`src/rtl/vga_frame_renderer.sv`:
```
// vga_frame_renderer
//   Turns sync-generator scan positions into SRAM read addresses for an
//   upscaled, multi-buffered frame store, and turns the returned pixel words
//   into 5-bit RGB for the DAC.
//
//   Ports
//     RENDERER_CLK / RENDERER_RST         pixel clock, synchronous active-high reset
//     RENDERER_POS_X/_POS_Y/_ENABLE       scan position and active-video flag
//     RENDERER_SEL_BUFF                   requested buffer, latched at (0,0)
//     RENDERER_BUF_ACTIVE                 buffer being scanned out
//     RENDERER_FRAME_START                1-cycle pulse after the (0,0) latch
//     RENDERER_DATA / RENDERER_ADDR       SRAM read data / address
//     RENDERER_WE/OE/CE                   SRAM strobes, tied 1/0/0
//     RENDERER_RED/GREEN/BLUE             colour to DAC
//     RENDERER_PAL_WE/_PAL_ADDR/_PAL_DATA palette write port (palette build only)
//
//   Build option: define VGA_FRAME_RENDERER_PALETTE_EN to add a 256x15
//   palette. With it, RGB332 pixels index the palette and total latency grows
//   by one cycle.
//
//   Addressing relies on the sync generator advancing POS by one step at a
//   time; counters resync to zero whenever POS_X or POS_Y returns to 0.
module vga_frame_renderer #(
    parameter int H_RES       = 400,
    parameter int V_RES       = 300,
    parameter int SCALE       = 2,
    parameter int NUM_BUFFERS = 2,
    parameter int COLOR_FMT   = 0,
    parameter int DATA_W      = 8,
    parameter int ADDR_W      = 19,
    parameter int MEM_LAT     = 1
) (
    input  logic              RENDERER_CLK,
    input  logic              RENDERER_RST,
    input  logic [10:0]       RENDERER_POS_X,
    input  logic [9:0]        RENDERER_POS_Y,
    input  logic              RENDERER_ENABLE,
    input  logic [1:0]        RENDERER_SEL_BUFF,
    output logic [1:0]        RENDERER_BUF_ACTIVE,
    output logic              RENDERER_FRAME_START,
    input  logic [DATA_W-1:0] RENDERER_DATA,
    output logic [ADDR_W-1:0] RENDERER_ADDR,
    output logic              RENDERER_WE,
    output logic              RENDERER_OE,
    output logic              RENDERER_CE,
`ifdef VGA_FRAME_RENDERER_PALETTE_EN
    input  logic              RENDERER_PAL_WE,
    input  logic [7:0]        RENDERER_PAL_ADDR,
    input  logic [14:0]       RENDERER_PAL_DATA,
`endif
    output logic [4:0]        RENDERER_RED,
    output logic [4:0]        RENDERER_GREEN,
    output logic [4:0]        RENDERER_BLUE
);
    localparam int                BUF_SIZE  = H_RES * V_RES;
    localparam logic [10:0]       X_END     = 11'(H_RES * SCALE);
    localparam logic [9:0]        Y_END     = 10'(V_RES * SCALE);
    localparam logic [1:0]        SUB_MAX   = 2'(SCALE - 1);
    localparam logic [ADDR_W-1:0] ROW_STEP  = ADDR_W'(H_RES);
    localparam logic [2:0]        NUM_BUF_L = 3'(NUM_BUFFERS);

    assign RENDERER_WE = 1'b1;
    assign RENDERER_OE = 1'b0;
    assign RENDERER_CE = 1'b0;

    logic [10:0]       prev_x;
    logic [9:0]        prev_y;
    logic [1:0]        x_sub, x_sub_c, y_sub, y_sub_c;
    logic [10:0]       x_log, x_log_c;
    logic [ADDR_W-1:0] row_base, row_base_c, buf_base_c;
    logic              frame_start_c, active_c;
    logic [1:0]        buf_next;
    logic [MEM_LAT:0]  act_pipe;

    // Column counters: x_log = POS_X / SCALE, x_sub = POS_X % SCALE.
    always_comb begin
        x_sub_c = x_sub;
        x_log_c = x_log;
        if (RENDERER_POS_X == 11'd0) begin
            x_sub_c = '0;
            x_log_c = '0;
        end else if (RENDERER_POS_X != prev_x) begin
            if (x_sub == SUB_MAX) begin
                x_sub_c = '0;
                x_log_c = x_log + 11'd1;
            end else begin
                x_sub_c = x_sub + 2'd1;
            end
        end
    end

    // Row counters: row_base = H_RES * (POS_Y / SCALE), stepped by addition.
    always_comb begin
        y_sub_c    = y_sub;
        row_base_c = row_base;
        if (RENDERER_POS_Y == 10'd0) begin
            y_sub_c    = '0;
            row_base_c = '0;
        end else if (RENDERER_POS_Y != prev_y) begin
            if (y_sub == SUB_MAX) begin
                y_sub_c    = '0;
                row_base_c = row_base + ROW_STEP;
            end else begin
                y_sub_c = y_sub + 2'd1;
            end
        end
    end

    assign frame_start_c = (RENDERER_POS_X == 11'd0) && (RENDERER_POS_Y == 10'd0);
    assign active_c      = RENDERER_ENABLE && (RENDERER_POS_X < X_END) && (RENDERER_POS_Y < Y_END);
    assign buf_next      = (frame_start_c && ({1'b0, RENDERER_SEL_BUFF} < NUM_BUF_L))
                           ? RENDERER_SEL_BUFF : RENDERER_BUF_ACTIVE;

    // Base from the buffer being latched, so pixel (0,0) already reads the new page.
    always_comb begin
        case (buf_next)
            2'd0:    buf_base_c = '0;
            2'd1:    buf_base_c = ADDR_W'(BUF_SIZE);
            2'd2:    buf_base_c = ADDR_W'(2 * BUF_SIZE);
            default: buf_base_c = ADDR_W'(3 * BUF_SIZE);
        endcase
    end

    always_ff @(posedge RENDERER_CLK) begin
        if (RENDERER_RST) begin
            prev_x               <= '0;
            prev_y               <= '0;
            x_sub                <= '0;
            x_log                <= '0;
            y_sub                <= '0;
            row_base             <= '0;
            RENDERER_BUF_ACTIVE  <= '0;
            RENDERER_FRAME_START <= 1'b0;
            RENDERER_ADDR        <= '0;
            act_pipe             <= '0;
        end else begin
            prev_x               <= RENDERER_POS_X;
            prev_y               <= RENDERER_POS_Y;
            x_sub                <= x_sub_c;
            x_log                <= x_log_c;
            y_sub                <= y_sub_c;
            row_base             <= row_base_c;
            RENDERER_BUF_ACTIVE  <= buf_next;
            RENDERER_FRAME_START <= frame_start_c;
            if (active_c) begin
                RENDERER_ADDR <= buf_base_c + row_base_c + ADDR_W'(x_log_c);
            end
            // act_pipe[MEM_LAT] lines up with DATA for the same pixel.
            act_pipe <= {act_pipe[MEM_LAT-1:0], active_c};
        end
    end

    logic [15:0] data_ext;
    logic        unused_bits;
    assign data_ext    = 16'(RENDERER_DATA);
    assign unused_bits = ^data_ext;

`ifdef VGA_FRAME_RENDERER_PALETTE_EN
    logic [14:0] pal_mem [0:255];
    logic [14:0] pix_q;
    logic        pix_act;

    // Registered read: a same-edge write to the same entry returns the old value.
    always_ff @(posedge RENDERER_CLK) begin
        if (RENDERER_PAL_WE) begin
            pal_mem[RENDERER_PAL_ADDR] <= RENDERER_PAL_DATA;
        end
    end

    always_ff @(posedge RENDERER_CLK) begin
        if (RENDERER_RST) begin
            pix_q          <= '0;
            pix_act        <= 1'b0;
            RENDERER_RED   <= '0;
            RENDERER_GREEN <= '0;
            RENDERER_BLUE  <= '0;
        end else begin
            pix_q   <= (COLOR_FMT == 0) ? pal_mem[data_ext[7:0]] : data_ext[14:0];
            pix_act <= act_pipe[MEM_LAT];
            RENDERER_RED   <= pix_act ? pix_q[4:0]   : 5'd0;
            RENDERER_GREEN <= pix_act ? pix_q[9:5]   : 5'd0;
            RENDERER_BLUE  <= pix_act ? pix_q[14:10] : 5'd0;
        end
    end
`else
    logic [4:0] dec_r, dec_g, dec_b;

    // 332 expansion replicates MSBs so full-scale codes map to 31.
    always_comb begin
        if (COLOR_FMT == 0) begin
            dec_r = {data_ext[2:0], data_ext[2:1]};
            dec_g = {data_ext[5:3], data_ext[5:4]};
            dec_b = {data_ext[7:6], data_ext[7:6], data_ext[7]};
        end else begin
            dec_r = data_ext[4:0];
            dec_g = data_ext[9:5];
            dec_b = data_ext[14:10];
        end
    end

    always_ff @(posedge RENDERER_CLK) begin
        if (RENDERER_RST) begin
            RENDERER_RED   <= '0;
            RENDERER_GREEN <= '0;
            RENDERER_BLUE  <= '0;
        end else begin
            RENDERER_RED   <= act_pipe[MEM_LAT] ? dec_r : 5'd0;
            RENDERER_GREEN <= act_pipe[MEM_LAT] ? dec_g : 5'd0;
            RENDERER_BLUE  <= act_pipe[MEM_LAT] ? dec_b : 5'd0;
        end
    end
`endif

endmodule
```
`config.mk`:
```
export PLATFORM = sky130hd
export DESIGN_NAME = vga_frame_renderer
export DESIGN_NICKNAME = d
export VERILOG_FILES = /design/src/rtl/vga_frame_renderer.sv
export SDC_FILE = /design/constraint.sdc
export NUM_CORES = 1
export LEC_CHECK = 0
export ABC_AREA = 1
export BUFFER_PORTS_ARGS = -buffer_cell sky130_fd_sc_hd__clkbuf_2
export CAP_MARGIN = 20
export CORE_ASPECT_RATIO = 1.4
export CORE_MARGIN = 4
export CORE_UTILIZATION = 52
export DETAILED_ROUTE_END_ITERATION = 16
export PLACE_DENSITY = 0.76
export SYNTH_ARGS = -nofsm -noshare
export SYNTH_HDL_FRONTEND = slang
export SYNTH_SLANG_ARGS = --single-unit
```
`constraint.sdc`:
```
create_clock -name RENDERER_CLK -period 3.6 [get_ports RENDERER_CLK]
set_input_delay 0.54 -clock RENDERER_CLK [delete_from_list [all_inputs] [get_ports RENDERER_CLK]]
set_output_delay 0.54 -clock RENDERER_CLK [all_outputs]
set_load 0.02 [all_outputs]
```
==> results of run 1 <==
[layer usage]
metal	wire [um]	GRT usage	up-vias
li1	-	-	2522
met1	5290	0.230	2347
met2	7230	0.404	166
met3	737	0.0409	44
met4	529	0.100	0
met5	0	0	-
[report_power, final]
group          internal (mW)  switching, mW  total, mW
combinational          0.267          0.322      0.589
clock                  0.497          0.413      0.911
sequential              1.01         0.0328       1.04
[cells by family (layout without fill, tap and decap cells)]
kind of cell | count (synthesis) | after routing | synth area share
adder cells (fa/ha/maj) | 41 | 41 | 0.106
buffers and inverters | 135 | 299 | 0.107
AO/OA/AOI/OAI | 82 | 82 | 0.0915
AND/OR/NAND/NOR | 309 | 310 | 0.280
flip-flops | 87 | 87 | 0.332
XOR/XNOR | 47 | 47 | 0.0814
other | 2 | 3 | 0.00143
[sequential cells by signal, summed over array words and instances, names as in the netlist, 2 cells and up]
signal               flops
RENDERER_ADDR           19
RENDERER_BLUE            2
RENDERER_BUF_ACTIVE      2
RENDERER_GREEN           3
RENDERER_RED             3
act_pipe                 2
prev_x                  11
prev_y                  10
row_base                19
x_log                   11
x_sub                    2
y_sub                    2
[timing repair]
| item | CTS | global route |
|---|---|---|
| cloned | 0 | 1 |
| setup endpoints to repair | 4 | 10 |
| pin swaps | 1 | 44 |
| resized for setup | 2 | 85 |
| setup buffers | 0 | 14 |
[cells in the final DEF (no fill, tap or decap), drive strengths merged]
cell type  netlist  routed
inv            111     113
nand3b           2       2
conb             2       3
a21oi           27      27
ha              35      35
a211oi           1       1
nor4             6       6
nor2           123     123
fa               6       6
nor3            18      18
xor2            31      31
o211ai           4       4
nand4            9       9
o21bai           4       4
clkinvlp         0       1
o21ai           39      39
a31o             1       1
buf             18     104
or2              7       7
and2             1       1
xnor2           16      16
nand3           32      32
a21o             3       3
clkinv           0       3
a31oi            2       2
nand2          111     112
a21boi           1       1
clkbuf           6      78
dfxtp           87      87
[final cells by class]
type | count | area [um^2]
Clock inverter | 6 | 53.8
Multi-Input combinational cell | 483 | 3290
Fill cell | 749 | 2840
Tap cell | 135 | 169
Sequential cell | 87 | 1750
Timing Repair Buffer | 172 | 1140
Inverter | 111 | 419
Clock buffer | 10 | 239
[through the flow]
step	utilization	setup slack [ns]	TNS [ns]	total power [mW]	area [um^2]
5_1_grt	0.713	-0.192	-1.12	2.65	7060
4_1_cts	0.665	0.00225	0	2.44	6580
6_report	0.713	0.00867	0	2.54	7060
3_5_place_dp	0.635	-0.254	-1.89	1.54	6280
3_3_place_gp	0.635	-0.169	-1.19	1.52	6280
2_1_floorplan	-	0.0652	0	1.35	5240
[path summary, 6_finish.rpt]
kind	slack, ns	from	endpoint
max	0.009	prev_x[4]$_SDFF_PP0_	RENDERER_ADDR[18]$_SDFFE_PP0P_
min	0.38	RENDERER_DATA[3]	RENDERER_GREEN[2]$_SDFF_PP0_
max reg2reg	0.009	prev_x[4]$_SDFF_PP0_	RENDERER_ADDR[18]$_SDFFE_PP0P_
min reg2reg	0.42	act_pipe[0]$_SDFF_PP0_	act_pipe[1]$_SDFF_PP0_
[worst max-delay path, cell delays in order (launching register included)]
cell	delay, ns
dfxtp_2	0.33
xor2_2	0.17
nor4_2	0.36
nand2_2	0.19
buf_6	0.16
nand2_2	0.06
o21ai_2	0.06
or2_1	0.27
fa_1	0.52
inv_2	0.05
ha_4	0.23
nand2_1	0.06
nand2_1	0.09
buf_4	0.15
a21oi_2	0.14
nand2_1	0.09
nand2_1	0.07
nand3_1	0.11
nand3_1	0.11
nand3_1	0.12
nand2_1	0.09
inv_1	0.04
==> flow_metrics.py, run 1 <==
metrics = {
    "clock_network": {
        "insertion_delay_ns": 0.35,
        "numClockSinks": 87,
        "cts_buffers": 9,
        "cts_tree": "yes",
        "cts.htree.levels": 3,
        "clockRootBuffer": "clkbuf_16",
        "clk_pin_slew_ns": 0.07,
        "ctsLongestPathBuffers": 2,
        "hold_buffers": 0,
    },
    "power": {
        "cellLeakagePower_nw": 3.58,
        "power.density_nw_per_um2": 360,
        "peakVddDrop_uv": 248,
    },
    "floorplan": {
        "num_rows": 43,
        "die_w_um": 92.8,
        "core_area_um2": 9900,
        "design.portCount": 74,
        "die-area_um2": 11800,
        "start_util": 0.529,
        "die_y_um": 127,
    },
    "sta": {
        "relSlewSlack": 0.615,
        "holdWs_ns": 0.384,
        "period_share": 0.998,
        "fin_worst_skew_ns": 0.0101,
        "min_period_ns": 3.59,
        "drv_slew": 0,
        "hold_viol": 0,
        "max_freq_mhz": 278,
        "worstMarginPinSlew_ns": 0.577,
        "grt_setup_unrepaired": "true",
        "setup_viol": 0,
    },
    "worst_hold_path": {
        "min_path_cells": 3,
        "hold_path.class": "input pin to flop",
    },
    "run": {
        "cap_violations": 0,
    },
    "routing": {
        "drtIter0Drc": 221,
        "ant_nets": 0,
        "vias": 5079,
        "wirelength_mm": 13.8,
        "drt-wirelength-per-cell_um": 13.7,
        "vias_per_cell": 5.06,
        "drt_first_pass_iters": 5,
        "route.detailed.drc": 0,
    },
    "global_routing": {
        "grt_pass1_vias": 4887,
        "antenna_found_initial": 0,
        "grt_pass1_wl_mm": 20.8,
        "track_usage": 0.216,
        "overflow": 0,
        "grt_max_degree": 48,
    },
    "yosys": {
        "async_flop_share": 0,
        "synth.most_common_cell": "nor2_1",
        "synth-seq-cells": 87,
        "ys_seq_area_frac": 0.332,
        "synth-edff-count": 0,
        "syn-cell-area_um2": 5240,
        "synth_top_area_share": 0.332,
        "netlist_instances": 703,
        "postSynthAreaPerCell_um2": 7.45,
        "ys.flop_type": "dfxtp_1",
        "ys_warn_count": 0,
        "ys_top_cells_by_area": "dfxtp_1 (33%), nor2_1 (8.5%), ha_1 (8.4%)",
        "synth.top_cells.by_count": "nor2_1 (119), nand2_1 (103), inv_1 (97), dfxtp_1 (87), ha_1 (35)",
        "ys_types": 46,
        "synth_top_cell_by_area": "dfxtp_1",
    },
    "placed_design": {
        "place.gp.congestion": 0.897,
        "port_buffers": 70,
        "place_inst": 973,
        "place_hpwl_mm": 9.42,
    },
    "worst_setup_path": {
        "cp.arrival_ns": 3.84,
        "crit_path_start_kind": "flop",
        "required_ns": 3.85,
        "cp-end-kind": "flop",
        "critPathKind": "flop to flop",
        "cp_max_fo": 5,
        "ff2ff_path_depth": 21,
    },
    "finish": {
        "final_nets": 939,
        "antenna_cells": 0,
        "areaGrowthSynthToFinish_pct": 34.7,
        "drive_gt1_frac": 0.357,
        "fin_cells": 1004,
    },
    "outcome": {
        "status": "completed",
    },
}
Power figures use the tool's default switching activity.
==> run 2: changes to the inputs <==
- CAP_MARGIN: 20 -> not set
- RECOVER_POWER: not set -> 50
==> run 2 against run 1 <==
Against the previous run:
- via count up 0.14%
- largest cell class unchanged
- sequential power about the same
- register-to-register slack about the same
- sequential share of layout area up 0.12 points
- die area unchanged
- clock skew down 0.00056 ns
- worst hold slack about the same
==> flow_metrics.py, run 2 (synthesis gave the netlist of run 1 again) <==
metrics = {
    "clock_network": {
        "cts.htree.levels": 3,
        "ctsLongestPathBuffers": 2,
        "cts_tree": "yes",
        "cts_buffers": 9,
        "insertion_delay_ns": 0.35,
        "clk_pin_slew_ns": 0.07,
        "numClockSinks": 87,
        "clockRootBuffer": "clkbuf_16",
        "hold_buffers": 0,
    },
    "routing": {
        "vias": 5086,
        "route.detailed.drc": 0,
        "vias_per_cell": 5.07,
        "ant_nets": 0,
        "drt-wirelength-per-cell_um": 13.8,
        "drtIter0Drc": 207,
        "wirelength_mm": 13.9,
        "drt_first_pass_iters": 7,
    },
    "finish": {
        "final_nets": 939,
        "final_cell_mix": "nor2_1 (114), buf_4 (100), nand2_1 (91)",
        "top_regs": "RENDERER_ADDR (19), row_base (19)",
        "areaGrowthSynthToFinish_pct": 34.0,
        "antenna_cells": 0,
        "final_common_cell": "nor2_1",
        "drive_gt1_frac": 0.325,
    },
    "global_routing": {
        "antenna_found_initial": 0,
        "grt_pass1_wl_mm": 20.8,
        "track_usage": 0.216,
        "grt_pass1_vias": 4887,
        "grt_max_degree": 48,
        "overflow": 0,
    },
    "sta": {
        "setup_viol": 0,
        "grt_setup_unrepaired": "true",
        "drv_slew": 0,
        "period_share": 0.994,
        "holdWs_ns": 0.384,
        "fin_worst_skew_ns": 0.00954,
        "min_period_ns": 3.58,
        "relSlewSlack": 0.619,
        "worstMarginPinSlew_ns": 0.571,
        "max_freq_mhz": 280,
        "hold_viol": 0,
    },
    "worst_hold_path": {
        "hold_path.class": "input pin to flop",
    },
    "outcome": {
        "status": "completed",
    },
    "floorplan": {
        "die-area_um2": 11800,
        "design.portCount": 74,
        "start_util": 0.529,
        "die_w_um": 92.8,
        "core_area_um2": 9900,
        "num_rows": 43,
        "die_y_um": 127,
    },
    "worst_setup_path": {
        "worstPathCellList": "xor2_2, nor4_2, nand2_2, buf_6, nand2_2, o21ai_2, or2_1, fa_1, inv_2, ha_4, nand2_1, nand2_1, buf_4, a21oi_2, nand2_1, nand2_1, nand3_1, nand3_1, nand3_1, nand2_1, inv_1",
        "path_common_cell": "nand2_1",
        "crit_path_max_incr_delay_ns": 0.52,
        "cp_max_fo": 5,
        "cp.arrival_ns": 3.82,
        "critPathKind": "flop to flop",
        "required_ns": 3.85,
        "cp_top_family": "simple AND/OR/NAND/NOR gates",
        "crit_path_start_kind": "flop",
        "slowest_stage": "fa_1",
        "path_buf_inv": 4,
        "cp-end-kind": "flop",
    },
    "run": {
        "cap_violations": 0,
    },
    "placed_design": {
        "port_buffers": 70,
        "place.gp.congestion": 0.897,
        "place_hpwl_mm": 9.42,
    },
    "power": {
        "peakVddDrop_uv": 247,
        "total_power_mw": 2.54,
        "power.density_nw_per_um2": 361,
        "cellLeakagePower_nw": 3.48,
    },
}
## run 2: cell counts in the layout (fill, tap and decap cells not counted)
No cell type changed its count.
## run 2: worst paths after layout
check | start | to | slack (ns) | cells past startpoint
worst max-delay path | prev_x[4]$_SDFF_PP0_ | RENDERER_ADDR[18]$_SDFFE_PP0P_ | 0.02 | 21
worst min-delay path | RENDERER_DATA[2] | RENDERER_RED[1]$_SDFF_PP0_ | 0.38 | 3
worst max register to register | prev_x[4]$_SDFF_PP0_ | RENDERER_ADDR[18]$_SDFFE_PP0P_ | 0.02 | 21
worst min register to register | act_pipe[0]$_SDFF_PP0_ | act_pipe[1]$_SDFF_PP0_ | 0.42 | 2
## run 2: cell type report
| type | instances | area (um^2) |
|---|---|---|
| Multi-Input combinational cell | 483 | 3290 |
| Fill cell | 759 | 2880 |
| Sequential cell | 87 | 1750 |
| Timing Repair Buffer | 172 | 1100 |
| Inverter | 111 | 419 |
| Clock buffer | 10 | 239 |
| Tap cell | 135 | 169 |
| Clock inverter | 6 | 53.8 |
## run 2: metrics by stage
stage,cell area (um^2),worst slack [ns],cells,utilization,setup TNS (ns)
final,7020,0.0234,1004,0.709,0
after global routing,7020,-0.192,1004,0.709,-1.12
after CTS,6580,0.00225,989,0.665,0
after detailed placement,6280,-0.254,973,0.635,-1.89
after global placement,6280,-0.169,973,0.635,-1.19
after floorplan,5240,0.0652,704,-,0
## run 2: layer usage
layer	GRT usage	part of all wire	vias to the layer above	wire, um
met4	0.100	0.039	0	540
met2	0.404	0.52	175	7220
met5	0	0	-	0
li1	-	-	2519	-
met1	0.230	0.39	2341	5340
met3	0.0409	0.055	51	761
## run 2: power breakdown
group	switching [mW]	leakage (nW)	internal, mW	total [mW]
clock	0.412	0.141	0.497	0.909
combinational	0.323	2.62	0.265	0.588
sequential	0.0328	0.716	1.01	1.04
## run 2: what timing repair did
| action | 4_1_cts | 5_1_grt |
|---|---|---|
| endpoints found under the setup margin | 4 | 10 |
| resized for setup | 2 | 85 |
| setup buffers | 0 | 14 |
| cloned | 0 | 1 |
| pin swaps | 1 | 44 |
## run 2: tightest hold or removal path, delay by kind of cell
kind | cells | cell delay, ns
buffers and inverters | 2 | 0.12
AND/OR/NAND/NOR | 1 | 0.03
==> run 3: changes to the inputs <==
- clock period: 3.6 -> 3.1 ns (I/O delays scaled with it)
==> run 3 against run 2 <==
Against the previous run:
- the flow now finishes with violations (negative setup slack)
- worst setup slack got worse by 0.47 ns
- critical path type unchanged
- clock power rose by 21%
- register-to-register slack lost 0.47 ns
==> flow_metrics.py, run 3 (synthesis gave the netlist of run 1 again) <==
metrics = {
    "sta": {
        "fin_worst_skew_ns": 0.00918,
        "worstMarginPinSlew_ns": 0.597,
        "holdWs_ns": 0.302,
        "hold_viol": 0,
        "period_share": 1.14,
        "min_period_ns": 3.54,
        "grt_setup_unrepaired": "true",
        "relSlewSlack": 0.602,
        "setup_viol": 14,
        "drv_slew": 0,
        "max_freq_mhz": 282,
        "fin_ws_ns": -0.444,
    },
    "clock_network": {
        "clockRootBuffer": "clkbuf_16",
        "insertion_delay_ns": 0.35,
        "hold_buffers": 0,
        "cts_tree": "yes",
        "cts_buffers": 9,
        "numClockSinks": 87,
        "clk_pin_slew_ns": 0.07,
        "cts.htree.levels": 3,
        "ctsLongestPathBuffers": 2,
    },
    "worst_setup_path": {
        "slowest_stage": "fa_1",
        "reg2reg_to": "RENDERER_ADDR[15]$_SDFFE_PP0P_",
        "crit_path_start_kind": "flop",
        "startpoint": "x_log[1]$_SDFF_PP0_",
        "cp-end-kind": "flop",
        "required_ns": 3.33,
        "r2r_start": "x_log[1]$_SDFF_PP0_",
        "cp_max_fo": 3,
        "critPathKind": "flop to flop",
        "r2r_slack_ns": -0.44,
        "worstPathCellList": "ha_4, nand2_2, nor2_2, nand2_1, xor2_1, nand3_1, o21ai_1, nand2_1, o21ai_2, or2_1, fa_1, inv_2, ha_4, inv_4, o21ai_4, a21oi_2, nand2_2, a21boi_4, o21ai_4, nand2_2, nand3_2, nand2_1, nor2_2, nor2_1",
        "cp.arrival_ns": 3.77,
        "ff2ff_path_depth": 24,
        "crit_path_max_incr_delay_ns": 0.52,
    },
    "routing": {
        "drt-wirelength-per-cell_um": 16.2,
        "drt_first_pass_iters": 5,
        "vias": 5603,
        "wl_met1_mm": 6.02,
        "ant_nets": 0,
        "top_layer_used": "met4",
        "route.detailed.drc": 0,
        "wl_met2_mm": 8.85,
        "wirelength_mm": 17.0,
        "wl_met3_mm": 1.14,
        "drtIter0Drc": 428,
        "vias_per_cell": 5.32,
    },
    "finish": {
        "top_regs": "RENDERER_ADDR (19), row_base (19)",
        "drive_gt1_frac": 0.392,
        "antenna_cells": 0,
        "areaGrowthSynthToFinish_pct": 44.4,
        "fill_cells": 676,
        "final_cell_mix": "buf_4 (147), nor2_1 (110), inv_1 (84)",
        "final_nets": 988,
        "final_common_cell": "buf_4",
    },
    "power": {
        "power.density_nw_per_um2": 417,
        "total_power_mw": 3.15,
        "peakVddDrop_uv": 308,
        "cellLeakagePower_nw": 3.76,
    },
    "floorplan": {
        "start_util": 0.529,
        "die_y_um": 127,
        "die-area_um2": 11800,
        "design.portCount": 74,
        "die_w_um": 92.8,
        "core_area_um2": 9900,
        "num_rows": 43,
    },
    "global_routing": {
        "grt_pass1_wl_mm": 25.8,
        "track_usage": 0.272,
        "antenna_found_initial": 0,
        "overflow": 0,
        "grt_pass1_vias": 5683,
        "grt_max_degree": 48,
    },
    "placed_design": {
        "place.gp.congestion": 0.952,
        "port_buffers": 70,
        "place_hpwl_mm": 10.7,
    },
    "outcome": {
        "violations": "negative setup slack",
        "status": "finished, violations left",
    },
    "worst_hold_path": {
        "hp-start": "RENDERER_DATA[0]",
        "hold_path.class": "input pin to flop",
        "min_path_cells": 3,
        "hold_path_end": "RENDERER_RED[2]$_SDFF_PP0_",
    },
    "run": {
        "cap_violations": 0,
    },
}
## run 3: worst max-delay path by stage
stage,end,cells past startpoint
after CTS,RENDERER_ADDR[15]$_SDFFE_PP0P_,24
final,RENDERER_ADDR[15]$_SDFFE_PP0P_,24
after detailed placement,RENDERER_ADDR[15]$_SDFFE_PP0P_,26
after global placement,RENDERER_ADDR[17]$_SDFFE_PP0P_,26
after global routing,RENDERER_ADDR[15]$_SDFFE_PP0P_,25
after floorplan,RENDERER_ADDR[17]$_SDFFE_PP0P_,25
## run 3: power by group
part	internal, mW	total [mW]	switching (mW)
clock	0.650	1.10	0.454
sequential	1.17	1.20	0.0336
combinational	0.382	0.848	0.466
total	2.20	3.15	0.953
## run 3: cell type report
cell class | instances | area (um^2) | area share
Clock buffer | 12 | 246 | 0.0326
Sequential cell | 87 | 1760 | 0.232
Tap cell | 135 | 169 | 0.0223
Clock inverter | 4 | 55.1 | 0.00728
Multi-Input combinational cell | 482 | 3410 | 0.451
Timing Repair Buffer | 222 | 1480 | 0.196
Inverter | 111 | 444 | 0.0587
## run 3: through the flow
| stage | setup TNS, ns | cells | instance area (um^2) | utilization | setup WS (ns) |
|---|---|---|---|---|---|
| 2_1_floorplan | -1.37 | 704 | 5350 | - | -0.216 |
| 3_3_place_gp | -5.87 | 1018 | 6730 | 0.680 | -0.561 |
| 3_5_place_dp | -7.11 | 1018 | 6730 | 0.680 | -0.728 |
| 4_1_cts | -2.43 | 1045 | 7310 | 0.739 | -0.313 |
| 5_1_grt | -5.85 | 1053 | 7570 | 0.764 | -0.581 |
| 6_report | -3.87 | 1053 | 7570 | 0.764 | -0.444 |
## run 3: worst max-delay path, delay by kind of cell (launching register included)
| kind | cells | cell delay [ns] |
|---|---|---|
| adder cells (fa/ha/maj) | 3 | 0.97 |
| AO/OA/AOI/OAI | 6 | 0.62 |
| flip-flops | 1 | 0.38 |
| XOR/XNOR | 1 | 0.16 |
| buffers and inverters | 2 | 0.10 |
| AND/OR/NAND/NOR | 12 | 1.19 |
## run 3: per-layer routing
metal / vias up / GRT usage
met5: - / 0
met4: 0 / 0.179
met3: 84 / 0.0522
met2: 293 / 0.493
met1: 2600 / 0.278
li1: 2626 / -
## run 3: what timing repair did
| item | CTS | global route |
|---|---|---|
| gates resized for setup | 50 | 54 |
| pin swaps | 33 | 43 |
| setup buffers | 12 | 8 |
| endpoints found under the setup margin | 13 | 15 |
| hold endpoints to repair | 0 | 0 |
